===== src/rtl/decode_pkg.sv =====
// Shared decode constants: opcode encodings, field widths and one-hot bit positions
// for the opcode class, ALU op, branch condition and load/store size vectors.
package decode_pkg;

   localparam int OP_SIZE  = 12;
   localparam int ALU_SIZE = 28;
   localparam int GPR_SIZE = 5;

   localparam logic [6:0] OPC_LUI     = 7'b0110111;
   localparam logic [6:0] OPC_AUIPC   = 7'b0010111;
   localparam logic [6:0] OPC_JAL     = 7'b1101111;
   localparam logic [6:0] OPC_JALR    = 7'b1100111;
   localparam logic [6:0] OPC_OP      = 7'b0110011;
   localparam logic [6:0] OPC_OP32    = 7'b0111011;
   localparam logic [6:0] OPC_OPIMM   = 7'b0010011;
   localparam logic [6:0] OPC_OPIMM32 = 7'b0011011;
   localparam logic [6:0] OPC_LOAD    = 7'b0000011;
   localparam logic [6:0] OPC_STORE   = 7'b0100011;
   localparam logic [6:0] OPC_BRANCH  = 7'b1100011;
   localparam logic [6:0] OPC_SYSTEM  = 7'b1110011;

   localparam logic [6:0] F7_BASE   = 7'b0000000;
   localparam logic [6:0] F7_ALT    = 7'b0100000;
   localparam logic [6:0] F7_MULDIV = 7'b0000001;

   // Opcode class one-hot, lui in the MSB down to system in the LSB
   localparam int OPI_LUI      = 11;
   localparam int OPI_AUIPC    = 10;
   localparam int OPI_JAL      = 9;
   localparam int OPI_JALR     = 8;
   localparam int OPI_ALU_REG  = 7;
   localparam int OPI_ALU_REGW = 6;
   localparam int OPI_ALU_IMM  = 5;
   localparam int OPI_ALU_IMMW = 4;
   localparam int OPI_LOAD     = 3;
   localparam int OPI_STORE    = 2;
   localparam int OPI_BRANCH   = 1;
   localparam int OPI_SYSTEM   = 0;

   localparam int AI_ADD    = 0;
   localparam int AI_SLL    = 1;
   localparam int AI_SLT    = 2;
   localparam int AI_SLTU   = 3;
   localparam int AI_XOR    = 4;
   localparam int AI_SRL    = 5;
   localparam int AI_OR     = 6;
   localparam int AI_AND    = 7;
   localparam int AI_SUB    = 8;
   localparam int AI_SRA    = 9;
   localparam int AI_ADDW   = 10;
   localparam int AI_SLLW   = 11;
   localparam int AI_SRLW   = 12;
   localparam int AI_SUBW   = 13;
   localparam int AI_SRAW   = 14;
   localparam int AI_MUL    = 15;
   localparam int AI_MULH   = 16;
   localparam int AI_MULHSU = 17;
   localparam int AI_MULHU  = 18;
   localparam int AI_DIV    = 19;
   localparam int AI_DIVU   = 20;
   localparam int AI_REM    = 21;
   localparam int AI_REMU   = 22;
   localparam int AI_MULW   = 23;
   localparam int AI_DIVW   = 24;
   localparam int AI_DIVUW  = 25;
   localparam int AI_REMW   = 26;
   localparam int AI_REMUW  = 27;

   localparam int BR_BEQ  = 5;
   localparam int BR_BNE  = 4;
   localparam int BR_BLT  = 3;
   localparam int BR_BGE  = 2;
   localparam int BR_BLTU = 1;
   localparam int BR_BGEU = 0;

   localparam int LS_LB  = 10;
   localparam int LS_LH  = 9;
   localparam int LS_LW  = 8;
   localparam int LS_LD  = 7;
   localparam int LS_LBU = 6;
   localparam int LS_LHU = 5;
   localparam int LS_LWU = 4;
   localparam int LS_SB  = 3;
   localparam int LS_SH  = 2;
   localparam int LS_SW  = 1;
   localparam int LS_SD  = 0;

endpackage


===== src/rtl/decode_fwd_mux.sv =====
// Operand forwarding select for one source register: the lowest-index matching
// producer wins, and a winner whose result is still pending raises a hazard.
module decode_fwd_mux
   import decode_pkg::*;
#(
   parameter int WIDTH   = 64,
   parameter int NUM_FWD = 3,
   parameter int IDX_W   = GPR_SIZE
) (
   input  logic                     use_i,
   input  logic [IDX_W-1:0]         idx_i,
   input  logic [WIDTH-1:0]         rf_data_i,
   input  logic [NUM_FWD-1:0]       fwd_valid_i,
   input  logic [NUM_FWD-1:0]       fwd_pending_i,
   input  logic [NUM_FWD*IDX_W-1:0] fwd_rd_i,
   input  logic [NUM_FWD*WIDTH-1:0] fwd_data_i,
   output logic [WIDTH-1:0]         data_o,
   output logic                     hazard_o
);

   logic [NUM_FWD-1:0] match;
   logic [WIDTH-1:0]   src_data [NUM_FWD];
   logic               sel_pending;

   for (genvar gi = 0; gi < NUM_FWD; gi++) begin : g_src
      assign match[gi]    = fwd_valid_i[gi] && (fwd_rd_i[gi*IDX_W +: IDX_W] == idx_i)
                            && (idx_i != '0);
      assign src_data[gi] = fwd_data_i[gi*WIDTH +: WIDTH];
   end

   // Walk from oldest to youngest so the youngest match is the last one written
   always_comb begin
      data_o      = (idx_i == '0) ? '0 : rf_data_i;
      sel_pending = 1'b0;
      for (int i = NUM_FWD - 1; i >= 0; i--) begin
         if (match[i]) begin
            data_o      = src_data[i];
            sel_pending = fwd_pending_i[i];
         end
      end
   end

   assign hazard_o = use_i & sel_pending;

endmodule


===== src/rtl/decode_stage.sv =====
// RV64 decode stage with registered D->E outputs, operand forwarding and RAW stall.
// Define DECODE_RV64M_EN to decode the M-extension multiply/divide ops.
module decode_stage
   import decode_pkg::*;
#(
   parameter int WIDTH    = 64,
   parameter int NUM_FWD  = 3,
   parameter int OP_SIZE  = 12,
   parameter int ALU_SIZE = 28,
   parameter int GPR_SIZE = 5
) (
   input  logic                        clk,
   input  logic                        rst,
   input  logic                        in_valid,
   output logic                        in_ready,
   input  logic [31:0]                 in_instr,
   input  logic [WIDTH-1:0]            in_pc,
   input  logic                        flush,
   output logic [GPR_SIZE-1:0]         rf_rs1,
   output logic [GPR_SIZE-1:0]         rf_rs2,
   input  logic [WIDTH-1:0]            rf_rdata1,
   input  logic [WIDTH-1:0]            rf_rdata2,
   input  logic [NUM_FWD-1:0]          fwd_valid,
   input  logic [NUM_FWD-1:0]          fwd_pending,
   input  logic [NUM_FWD*GPR_SIZE-1:0] fwd_rd,
   input  logic [NUM_FWD*WIDTH-1:0]    fwd_data,
   output logic                        out_valid,
   input  logic                        out_ready,
   output logic [WIDTH-1:0]            out_pc,
   output logic [OP_SIZE-1:0]          out_opcode_info,
   output logic [ALU_SIZE-1:0]         out_alu_info,
   output logic [5:0]                  out_branch_info,
   output logic [10:0]                 out_ls_info,
   output logic [WIDTH-1:0]            out_imm,
   output logic [WIDTH-1:0]            out_rs1_data,
   output logic [WIDTH-1:0]            out_rs2_data,
   output logic [GPR_SIZE-1:0]         out_rs1,
   output logic [GPR_SIZE-1:0]         out_rs2,
   output logic [GPR_SIZE-1:0]         out_rd,
   output logic                        out_reg_wen,
   output logic                        out_illegal
);

   logic [6:0] opcode;
   logic [2:0] f3;
   logic [6:0] f7;
   logic       use1, use2, haz1, haz2, hazard, capture;

   logic [WIDTH-1:0] imm_i, imm_s, imm_b, imm_j, imm_u, rs1_data, rs2_data;

   logic [OP_SIZE-1:0]  opc_d;
   logic [ALU_SIZE-1:0] alu_d;
   logic [5:0]          br_d;
   logic [10:0]         ls_d;
   logic [WIDTH-1:0]    imm_d;
   logic                wen_d, ill_d;

   logic                valid_q, wen_q, ill_q;
   logic [WIDTH-1:0]    pc_q, imm_q, rs1_data_q, rs2_data_q;
   logic [OP_SIZE-1:0]  opc_q;
   logic [ALU_SIZE-1:0] alu_q;
   logic [5:0]          br_q;
   logic [10:0]         ls_q;
   logic [GPR_SIZE-1:0] rs1_q, rs2_q, rd_q;

   assign opcode = in_instr[6:0];
   assign f3     = in_instr[14:12];
   assign f7     = in_instr[31:25];
   assign rf_rs1 = in_instr[19:15];
   assign rf_rs2 = in_instr[24:20];

   assign imm_i = {{(WIDTH-12){in_instr[31]}}, in_instr[31:20]};
   assign imm_s = {{(WIDTH-12){in_instr[31]}}, in_instr[31:25], in_instr[11:7]};
   assign imm_b = {{(WIDTH-13){in_instr[31]}}, in_instr[31], in_instr[7], in_instr[30:25],
                   in_instr[11:8], 1'b0};
   assign imm_j = {{(WIDTH-21){in_instr[31]}}, in_instr[31], in_instr[19:12], in_instr[20],
                   in_instr[30:21], 1'b0};
   assign imm_u = {{(WIDTH-32){in_instr[31]}}, in_instr[31:12], 12'b0};

   always_comb begin
      opc_d = '0;
      alu_d = '0;
      br_d  = '0;
      ls_d  = '0;
      imm_d = '0;
      wen_d = 1'b0;
      ill_d = 1'b0;
      use1  = 1'b0;
      use2  = 1'b0;
      case (opcode)
         OPC_LUI:   begin opc_d[OPI_LUI] = 1'b1;   imm_d = imm_u; wen_d = 1'b1; end
         OPC_AUIPC: begin opc_d[OPI_AUIPC] = 1'b1; imm_d = imm_u; wen_d = 1'b1; end
         OPC_JAL:   begin opc_d[OPI_JAL] = 1'b1;   imm_d = imm_j; wen_d = 1'b1; end
         OPC_JALR: begin
            opc_d[OPI_JALR] = 1'b1; imm_d = imm_i; use1 = 1'b1; wen_d = 1'b1;
            ill_d = (f3 != 3'b000);
         end
         OPC_OP: begin
            opc_d[OPI_ALU_REG] = 1'b1; use1 = 1'b1; use2 = 1'b1; wen_d = 1'b1;
            case (f7)
               F7_BASE: begin
                  case (f3)
                     3'd0: alu_d[AI_ADD]  = 1'b1;
                     3'd1: alu_d[AI_SLL]  = 1'b1;
                     3'd2: alu_d[AI_SLT]  = 1'b1;
                     3'd3: alu_d[AI_SLTU] = 1'b1;
                     3'd4: alu_d[AI_XOR]  = 1'b1;
                     3'd5: alu_d[AI_SRL]  = 1'b1;
                     3'd6: alu_d[AI_OR]   = 1'b1;
                     default: alu_d[AI_AND] = 1'b1;
                  endcase
               end
               F7_ALT: begin
                  if (f3 == 3'd0)      alu_d[AI_SUB] = 1'b1;
                  else if (f3 == 3'd5) alu_d[AI_SRA] = 1'b1;
                  else                 ill_d = 1'b1;
               end
               F7_MULDIV: begin
`ifdef DECODE_RV64M_EN
                  case (f3)
                     3'd0: alu_d[AI_MUL]    = 1'b1;
                     3'd1: alu_d[AI_MULH]   = 1'b1;
                     3'd2: alu_d[AI_MULHSU] = 1'b1;
                     3'd3: alu_d[AI_MULHU]  = 1'b1;
                     3'd4: alu_d[AI_DIV]    = 1'b1;
                     3'd5: alu_d[AI_DIVU]   = 1'b1;
                     3'd6: alu_d[AI_REM]    = 1'b1;
                     default: alu_d[AI_REMU] = 1'b1;
                  endcase
`else
                  ill_d = 1'b1;
`endif
               end
               default: ill_d = 1'b1;
            endcase
         end
         OPC_OP32: begin
            opc_d[OPI_ALU_REGW] = 1'b1; use1 = 1'b1; use2 = 1'b1; wen_d = 1'b1;
            case ({f7, f3})
               {F7_BASE, 3'd0}: alu_d[AI_ADDW] = 1'b1;
               {F7_BASE, 3'd1}: alu_d[AI_SLLW] = 1'b1;
               {F7_BASE, 3'd5}: alu_d[AI_SRLW] = 1'b1;
               {F7_ALT, 3'd0}:  alu_d[AI_SUBW] = 1'b1;
               {F7_ALT, 3'd5}:  alu_d[AI_SRAW] = 1'b1;
`ifdef DECODE_RV64M_EN
               {F7_MULDIV, 3'd0}: alu_d[AI_MULW]  = 1'b1;
               {F7_MULDIV, 3'd4}: alu_d[AI_DIVW]  = 1'b1;
               {F7_MULDIV, 3'd5}: alu_d[AI_DIVUW] = 1'b1;
               {F7_MULDIV, 3'd6}: alu_d[AI_REMW]  = 1'b1;
               {F7_MULDIV, 3'd7}: alu_d[AI_REMUW] = 1'b1;
`endif
               default: ill_d = 1'b1;
            endcase
         end
         OPC_OPIMM: begin
            opc_d[OPI_ALU_IMM] = 1'b1; imm_d = imm_i; use1 = 1'b1; wen_d = 1'b1;
            case (f3)
               3'd0: alu_d[AI_ADD]  = 1'b1;
               3'd2: alu_d[AI_SLT]  = 1'b1;
               3'd3: alu_d[AI_SLTU] = 1'b1;
               3'd4: alu_d[AI_XOR]  = 1'b1;
               3'd6: alu_d[AI_OR]   = 1'b1;
               3'd7: alu_d[AI_AND]  = 1'b1;
               3'd1: begin
                  if (in_instr[31:26] == 6'b000000) alu_d[AI_SLL] = 1'b1;
                  else                              ill_d = 1'b1;
               end
               default: begin
                  if (in_instr[31:26] == 6'b000000)      alu_d[AI_SRL] = 1'b1;
                  else if (in_instr[31:26] == 6'b010000) alu_d[AI_SRA] = 1'b1;
                  else                                   ill_d = 1'b1;
               end
            endcase
         end
         OPC_OPIMM32: begin
            opc_d[OPI_ALU_IMMW] = 1'b1; imm_d = imm_i; use1 = 1'b1; wen_d = 1'b1;
            if (f3 == 3'd0)                         alu_d[AI_ADDW] = 1'b1;
            else if (f3 == 3'd1 && f7 == F7_BASE)   alu_d[AI_SLLW] = 1'b1;
            else if (f3 == 3'd5 && f7 == F7_BASE)   alu_d[AI_SRLW] = 1'b1;
            else if (f3 == 3'd5 && f7 == F7_ALT)    alu_d[AI_SRAW] = 1'b1;
            else                                    ill_d = 1'b1;
         end
         OPC_LOAD: begin
            opc_d[OPI_LOAD] = 1'b1; imm_d = imm_i; use1 = 1'b1; wen_d = 1'b1;
            case (f3)
               3'd0: ls_d[LS_LB]  = 1'b1;
               3'd1: ls_d[LS_LH]  = 1'b1;
               3'd2: ls_d[LS_LW]  = 1'b1;
               3'd3: ls_d[LS_LD]  = 1'b1;
               3'd4: ls_d[LS_LBU] = 1'b1;
               3'd5: ls_d[LS_LHU] = 1'b1;
               3'd6: ls_d[LS_LWU] = 1'b1;
               default: ill_d = 1'b1;
            endcase
         end
         OPC_STORE: begin
            opc_d[OPI_STORE] = 1'b1; imm_d = imm_s; use1 = 1'b1; use2 = 1'b1;
            case (f3)
               3'd0: ls_d[LS_SB] = 1'b1;
               3'd1: ls_d[LS_SH] = 1'b1;
               3'd2: ls_d[LS_SW] = 1'b1;
               3'd3: ls_d[LS_SD] = 1'b1;
               default: ill_d = 1'b1;
            endcase
         end
         OPC_BRANCH: begin
            opc_d[OPI_BRANCH] = 1'b1; imm_d = imm_b; use1 = 1'b1; use2 = 1'b1;
            case (f3)
               3'd0: br_d[BR_BEQ]  = 1'b1;
               3'd1: br_d[BR_BNE]  = 1'b1;
               3'd4: br_d[BR_BLT]  = 1'b1;
               3'd5: br_d[BR_BGE]  = 1'b1;
               3'd6: br_d[BR_BLTU] = 1'b1;
               3'd7: br_d[BR_BGEU] = 1'b1;
               default: ill_d = 1'b1;
            endcase
         end
         OPC_SYSTEM: begin
            // ecall/ebreak (funct3 0) write nothing; CSR ops return the old CSR value in rd
            opc_d[OPI_SYSTEM] = 1'b1; imm_d = imm_i; use1 = 1'b1;
            wen_d = (f3 != 3'd0);
            ill_d = (f3 == 3'd4);
         end
         default: ill_d = 1'b1;
      endcase
      if (ill_d) begin
         alu_d = '0;
         br_d  = '0;
         ls_d  = '0;
         wen_d = 1'b0;
      end
   end

   decode_fwd_mux #(.WIDTH(WIDTH), .NUM_FWD(NUM_FWD), .IDX_W(GPR_SIZE)) u_fwd_rs1 (
      .use_i(use1), .idx_i(rf_rs1), .rf_data_i(rf_rdata1),
      .fwd_valid_i(fwd_valid), .fwd_pending_i(fwd_pending),
      .fwd_rd_i(fwd_rd), .fwd_data_i(fwd_data),
      .data_o(rs1_data), .hazard_o(haz1)
   );

   decode_fwd_mux #(.WIDTH(WIDTH), .NUM_FWD(NUM_FWD), .IDX_W(GPR_SIZE)) u_fwd_rs2 (
      .use_i(use2), .idx_i(rf_rs2), .rf_data_i(rf_rdata2),
      .fwd_valid_i(fwd_valid), .fwd_pending_i(fwd_pending),
      .fwd_rd_i(fwd_rd), .fwd_data_i(fwd_data),
      .data_o(rs2_data), .hazard_o(haz2)
   );

   assign hazard   = in_valid & (haz1 | haz2);
   assign in_ready = ~flush & ~hazard & (~valid_q | out_ready);
   assign capture  = in_valid & in_ready;

   always_ff @(posedge clk or posedge rst) begin
      if (rst) begin
         valid_q    <= 1'b0;
         pc_q       <= '0;
         opc_q      <= '0;
         alu_q      <= '0;
         br_q       <= '0;
         ls_q       <= '0;
         imm_q      <= '0;
         rs1_data_q <= '0;
         rs2_data_q <= '0;
         rs1_q      <= '0;
         rs2_q      <= '0;
         rd_q       <= '0;
         wen_q      <= 1'b0;
         ill_q      <= 1'b0;
      end else if (flush) begin
         valid_q <= 1'b0;
      end else if (capture) begin
         valid_q    <= 1'b1;
         pc_q       <= in_pc;
         opc_q      <= opc_d;
         alu_q      <= alu_d;
         br_q       <= br_d;
         ls_q       <= ls_d;
         imm_q      <= imm_d;
         rs1_data_q <= rs1_data;
         rs2_data_q <= rs2_data;
         rs1_q      <= rf_rs1;
         rs2_q      <= rf_rs2;
         rd_q       <= in_instr[11:7];
         wen_q      <= wen_d;
         ill_q      <= ill_d;
      end else if (valid_q && out_ready) begin
         valid_q <= 1'b0;
      end
   end

   assign out_valid       = valid_q;
   assign out_pc          = pc_q;
   assign out_opcode_info = opc_q;
   assign out_alu_info    = alu_q;
   assign out_branch_info = br_q;
   assign out_ls_info     = ls_q;
   assign out_imm         = imm_q;
   assign out_rs1_data    = rs1_data_q;
   assign out_rs2_data    = rs2_data_q;
   assign out_rs1         = rs1_q;
   assign out_rs2         = rs2_q;
   assign out_rd          = rd_q;
   assign out_reg_wen     = wen_q;
   assign out_illegal     = ill_q;

endmodule


===== config.mk =====
export PLATFORM = sky130hd
export DESIGN_NAME = decode_stage
export DESIGN_NICKNAME = d
export VERILOG_FILES = /design/src/rtl/decode_pkg.sv /design/src/rtl/decode_fwd_mux.sv /design/src/rtl/decode_stage.sv
export SDC_FILE = /design/constraint.sdc
export NUM_CORES = 1
export LEC_CHECK = 0
export ABC_AREA = 1
export CORE_AREA = 2 2 305 307
export CTS_BUF_LIST = sky130_fd_sc_hd__clkbuf_4
export DETAILED_ROUTE_END_ITERATION = 12
export DIE_AREA = 0 0 307 309
export GPL_TIMING_DRIVEN = 0
export PLACE_DENSITY = 0.55
export SLEW_MARGIN = 20
export SYNTH_ARGS = -nofsm -noshare
export SYNTH_HDL_FRONTEND = slang
export SYNTH_SLANG_ARGS = --single-unit

===== constraint.sdc =====
create_clock -name clk -period 9.75 [get_ports clk]
set_input_delay 2.4375 -clock clk [delete_from_list [all_inputs] [get_ports clk]]
set_output_delay 2.4375 -clock clk [all_outputs]
set_load 0.03 [all_outputs]

==> results.sh, run 1 <==
export IMPL_final_nets=3688
export IMPL_yosysWarnings=0
export IMPL_fin_setup_tns_ns=0
export IMPL_yosysUniqueCellTypes=39
export IMPL_max_stage_delay_ns=0.85
export IMPL_cts_sinks=286
export IMPL_gp_congestion=0.930
export IMPL_cap_viol_max_count=0
export IMPL_yosysTopAreaCell="dfrtp_1"
export IMPL_rows=111
export IMPL_final_setup_skew_ns=0.0755
export IMPL_crit_path_end_kind="primary output"
export IMPL_route_detailed_drc=0
export IMPL_vias_per_cell=4.59
export IMPL_cp_data_arrival_time_ns=5.54
export IMPL_worst_slew_margin_rel_pct=29.8
export IMPL_path_cells="clkdlybuf4s50_1, inv_2, nand2_1, nor2_2, nor2_1, nand2_2, nand2_1, inv_1, nand2_1, nand2_1, nand2_1, a21boi_0, clkdlybuf4s50_1"
export IMPL_ioPinCount=784
export IMPL_cts_resized=0
export IMPL_fin_crit_ns=7.97
export IMPL_maxSlewViolCount=0
export IMPL_io_buffers=768
export IMPL_cp_endpoint="in_ready"
export IMPL_grt_usage_pct=22.0
export IMPL_ys_seq_area_share_pct=41.1
export IMPL_worstRegToRegCells=5
export IMPL_max_freq_mhz=125
export IMPL_r2r_slack_ns=7.75
export IMPL_final_util_pct=30.6
export IMPL_fp_coreArea_mm2=0.0914
export IMPL_crit_slowest_cell="clkdlybuf4s50_1"
export IMPL_cp_max_fo=7
export IMPL_hold_buffers=0
export IMPL_die_h_um=309
export IMPL_htreeDepth=3
export IMPL_hp_class="reg2reg"
export IMPL_cts_root_buf="clkbuf_4"
export IMPL_numCtsBuffers=91
export IMPL_num_vias=20700
export IMPL_syn_to_final_growth_pct=60.7
export IMPL_crit_type="in2out"
export IMPL_outcome="completed"
export IMPL_post_synth_top_area_fraction_pct=41.1
export IMPL_netlist_top_cells_area="dfrtp_1 (41%), nand2_1 (13%), nand3_1 (7.5%)"
export IMPL_worst_setup_path_start_kind="input pin"
export IMPL_worstPathRequired_ns=7.31
export IMPL_rsz0062_at_grt="no"
export IMPL_worst_pin_slew_ns=1.05
export IMPL_overflow=0
export IMPL_final_cell_mix="clkdlybuf4s50_1 (768), nand2_1 (604), dfrtp_1 (286)"
export IMPL_period_share_pct=81.8
export IMPL_cts_setup_buffers=0
export IMPL_hold_viol=0
export IMPL_die_w_um=307
export IMPL_first_global_vias=20300
export IMPL_drt_total_wl_um=108000
export IMPL_die_area_mm2=0.0949
export IMPL_cts_buffer_depth=3
export IMPL_grt_max_degree=35
export IMPL_power_density_mw_per_mm2=148
export IMPL_drive_gt1_share_pct=11.6
export IMPL_grt_first_pass_wirelength_um=150000
export IMPL_antenna_found_initial=37
export IMPL_setup_viol=0
export IMPL_start_util_pct=19.0
export IMPL_path_clk_slew_ns=0.06
export IMPL_drt_iter0_drc=1626
export IMPL_ir_worst_vdd_mv=0.0724
export IMPL_dr_pass1_iters=5
export IMPL_r2r_end="out_rs1_data[36]$_DFFE_PP0P_"
export IMPL_clk_latency_ns=0.94
export IMPL_ys_ff_latch=286
export IMPL_synthCells=2363
export IMPL_synthArstFlopShare_pct=100
export IMPL_tritoncts="done"
export IMPL_hpwl_um=86400
export IMPL_syn_area_mm2=0.0174
export IMPL_synth_edf_count=0
export IMPL_critPathMostFrequentCell="nand2_1"
export IMPL_wl_per_cell_um=24.0
export IMPL_avgSynthCellArea_um2=7.36
export IMPL_final_common_cell="clkdlybuf4s50_1"
export IMPL_reg2reg_from="out_valid$_DFFE_PP0P_"
export IMPL_synth_ff_type="dfrtp_1"
export IMPL_cp_startpoint="in_instr[22]"
export IMPL_ant_nets=0
export IMPL_p_leak_uw=0.0125
kinds of logic (layout without fill, tap and decap cells):
family,after synthesis,in the layout,synth area share (%)
and+or+nand+nor,983,983,24.3
AOI/OAI and AO/OA,594,594,20.5
buffers and inverters,492,1428,13.8
DFF,286,286,41.1
xor gates and xnor gates,7,7,0.352
other,1,27,0.0215
layer usage:
layer	global-route usage [%]	part of all wire, %
met1	25.5	39
met3	7.30	9.4
met4	7.39	2.8
met5	0	0.24
met2	38.1	49
power by group:
group,internal [uW],total [uW],leakage [uW],switching (uW)
Clock,598,1260,0.000657,661
Sequential,1340,1440,0.00367,98.2
Combinational,611,1450,0.00816,841
Total,2550,4150,0.0125,1600
flip-flops by register name (all words and copies together), names as in the netlist, 5 cells and up:
| signal | count |
|---|---|
| out_rs1_data | 64 |
| out_rs2_data | 64 |
| out_pc | 64 |
| out_ls_info | 11 |
| out_alu_info | 15 |
| out_imm | 32 |
| out_rs2 | 5 |
| out_branch_info | 6 |
| out_opcode_info | 12 |
| out_rs1 | 5 |
| out_rd | 5 |
final cells by class:
cell class	instances	area [um^2]
diodes	14	35.0
clock buffers	117	878
inverters	271	1020
flip-flops and latches	286	7160
fillers	10100	63400
repair buffers	778	7890
clock inverters	41	235
multi-input cells	1597	7890
plain buffers	221	1390
well taps	1186	1480
synth_stat cells (3+ instances only):
cell type	number
o22ai_1	4
a22oi_1	113
a21boi_0	6
xnor2_1	7
o211ai_1	31
dfrtp_1	286
buf_6	35
o21ai_0	139
o21ai_2	52
a21oi_1	11
inv_2	16
nand3_1	260
nand2_2	38
clkbuf_1	87
a31oi_1	4
nor2_2	6
buf_2	18
nor3_1	8
or2_2	3
buf_1	14
o21ai_1	232
buf_4	64
inv_1	254
nand2_1	604
nor2_1	51
nand4_1	5
per-stage QoR:
step / std cells / instance area [um^2] / worst slack [ns] / hold slack [ns] / total power [uW]
floorplan: 2375 / 17500 / 3.33 / 0.654 / 2150
finish: 4511 / 28000 / 1.78 / 0.479 / 4150
global route: 4507 / 28000 / 1.51 / 0.494 / 4360
detailed placement: 4339 / 26800 / 1.73 / 0.467 / 2910
CTS: 4497 / 27900 / 1.72 / 0.481 / 4210
global placement: 4329 / 26600 / 0.705 / 0.465 / 2900
how the worst min path moves through the flow:
| stage | start | endpoint | slack [ns] | depth (start not counted) |
|---|---|---|---|---|
| 2_1_floorplan | out_rs1_data[9]$_DFFE_PP0P_ | out_rs1_data[9]$_DFFE_PP0P_ | 0.65 | 2 |
| 3_3_place_gp | out_rs2_data[7]$_DFFE_PP0P_ | out_rs2_data[7]$_DFFE_PP0P_ | 0.46 | 2 |
| 3_5_place_dp | out_rs2_data[9]$_DFFE_PP0P_ | out_rs2_data[9]$_DFFE_PP0P_ | 0.47 | 2 |
| 4_1_cts | out_rs2_data[9]$_DFFE_PP0P_ | out_rs2_data[9]$_DFFE_PP0P_ | 0.48 | 2 |
| 5_1_grt | out_rs2_data[9]$_DFFE_PP0P_ | out_rs2_data[9]$_DFFE_PP0P_ | 0.49 | 2 |
| 6_report | out_rs2_data[9]$_DFFE_PP0P_ | out_rs2_data[9]$_DFFE_PP0P_ | 0.48 | 2 |
worst max-delay path: cells and delay by family:
kind            cells  cell delay (ns)
buf+inv             4             1.84
simple gates        8             1.03
compound gates      1             0.21
(Power assumes the default switching activity.)
==> run 2, diff against run 1 <==
==> constraint.sdc (replaced) <==
create_clock -name clk -period 6.95 [get_ports clk]
set_input_delay 1.7375 -clock clk [delete_from_list [all_inputs] [get_ports clk]]
set_output_delay 1.7375 -clock clk [all_outputs]
set_load 0.03 [all_outputs]
==> results of run 2 <==
Same layout as run 1 (identical final DEF). Status: completed.
Among the figures that moved: setup slack after placement 1.73 ns -> 0.330 ns; setup slack after layout 1.78 ns -> 0.377 ns; register-to-register setup slack 7.75 ns -> 4.95 ns; total power 4150 uW -> 5820 uW; worst IR drop on VDD 0.0724 mV -> 0.102 mV
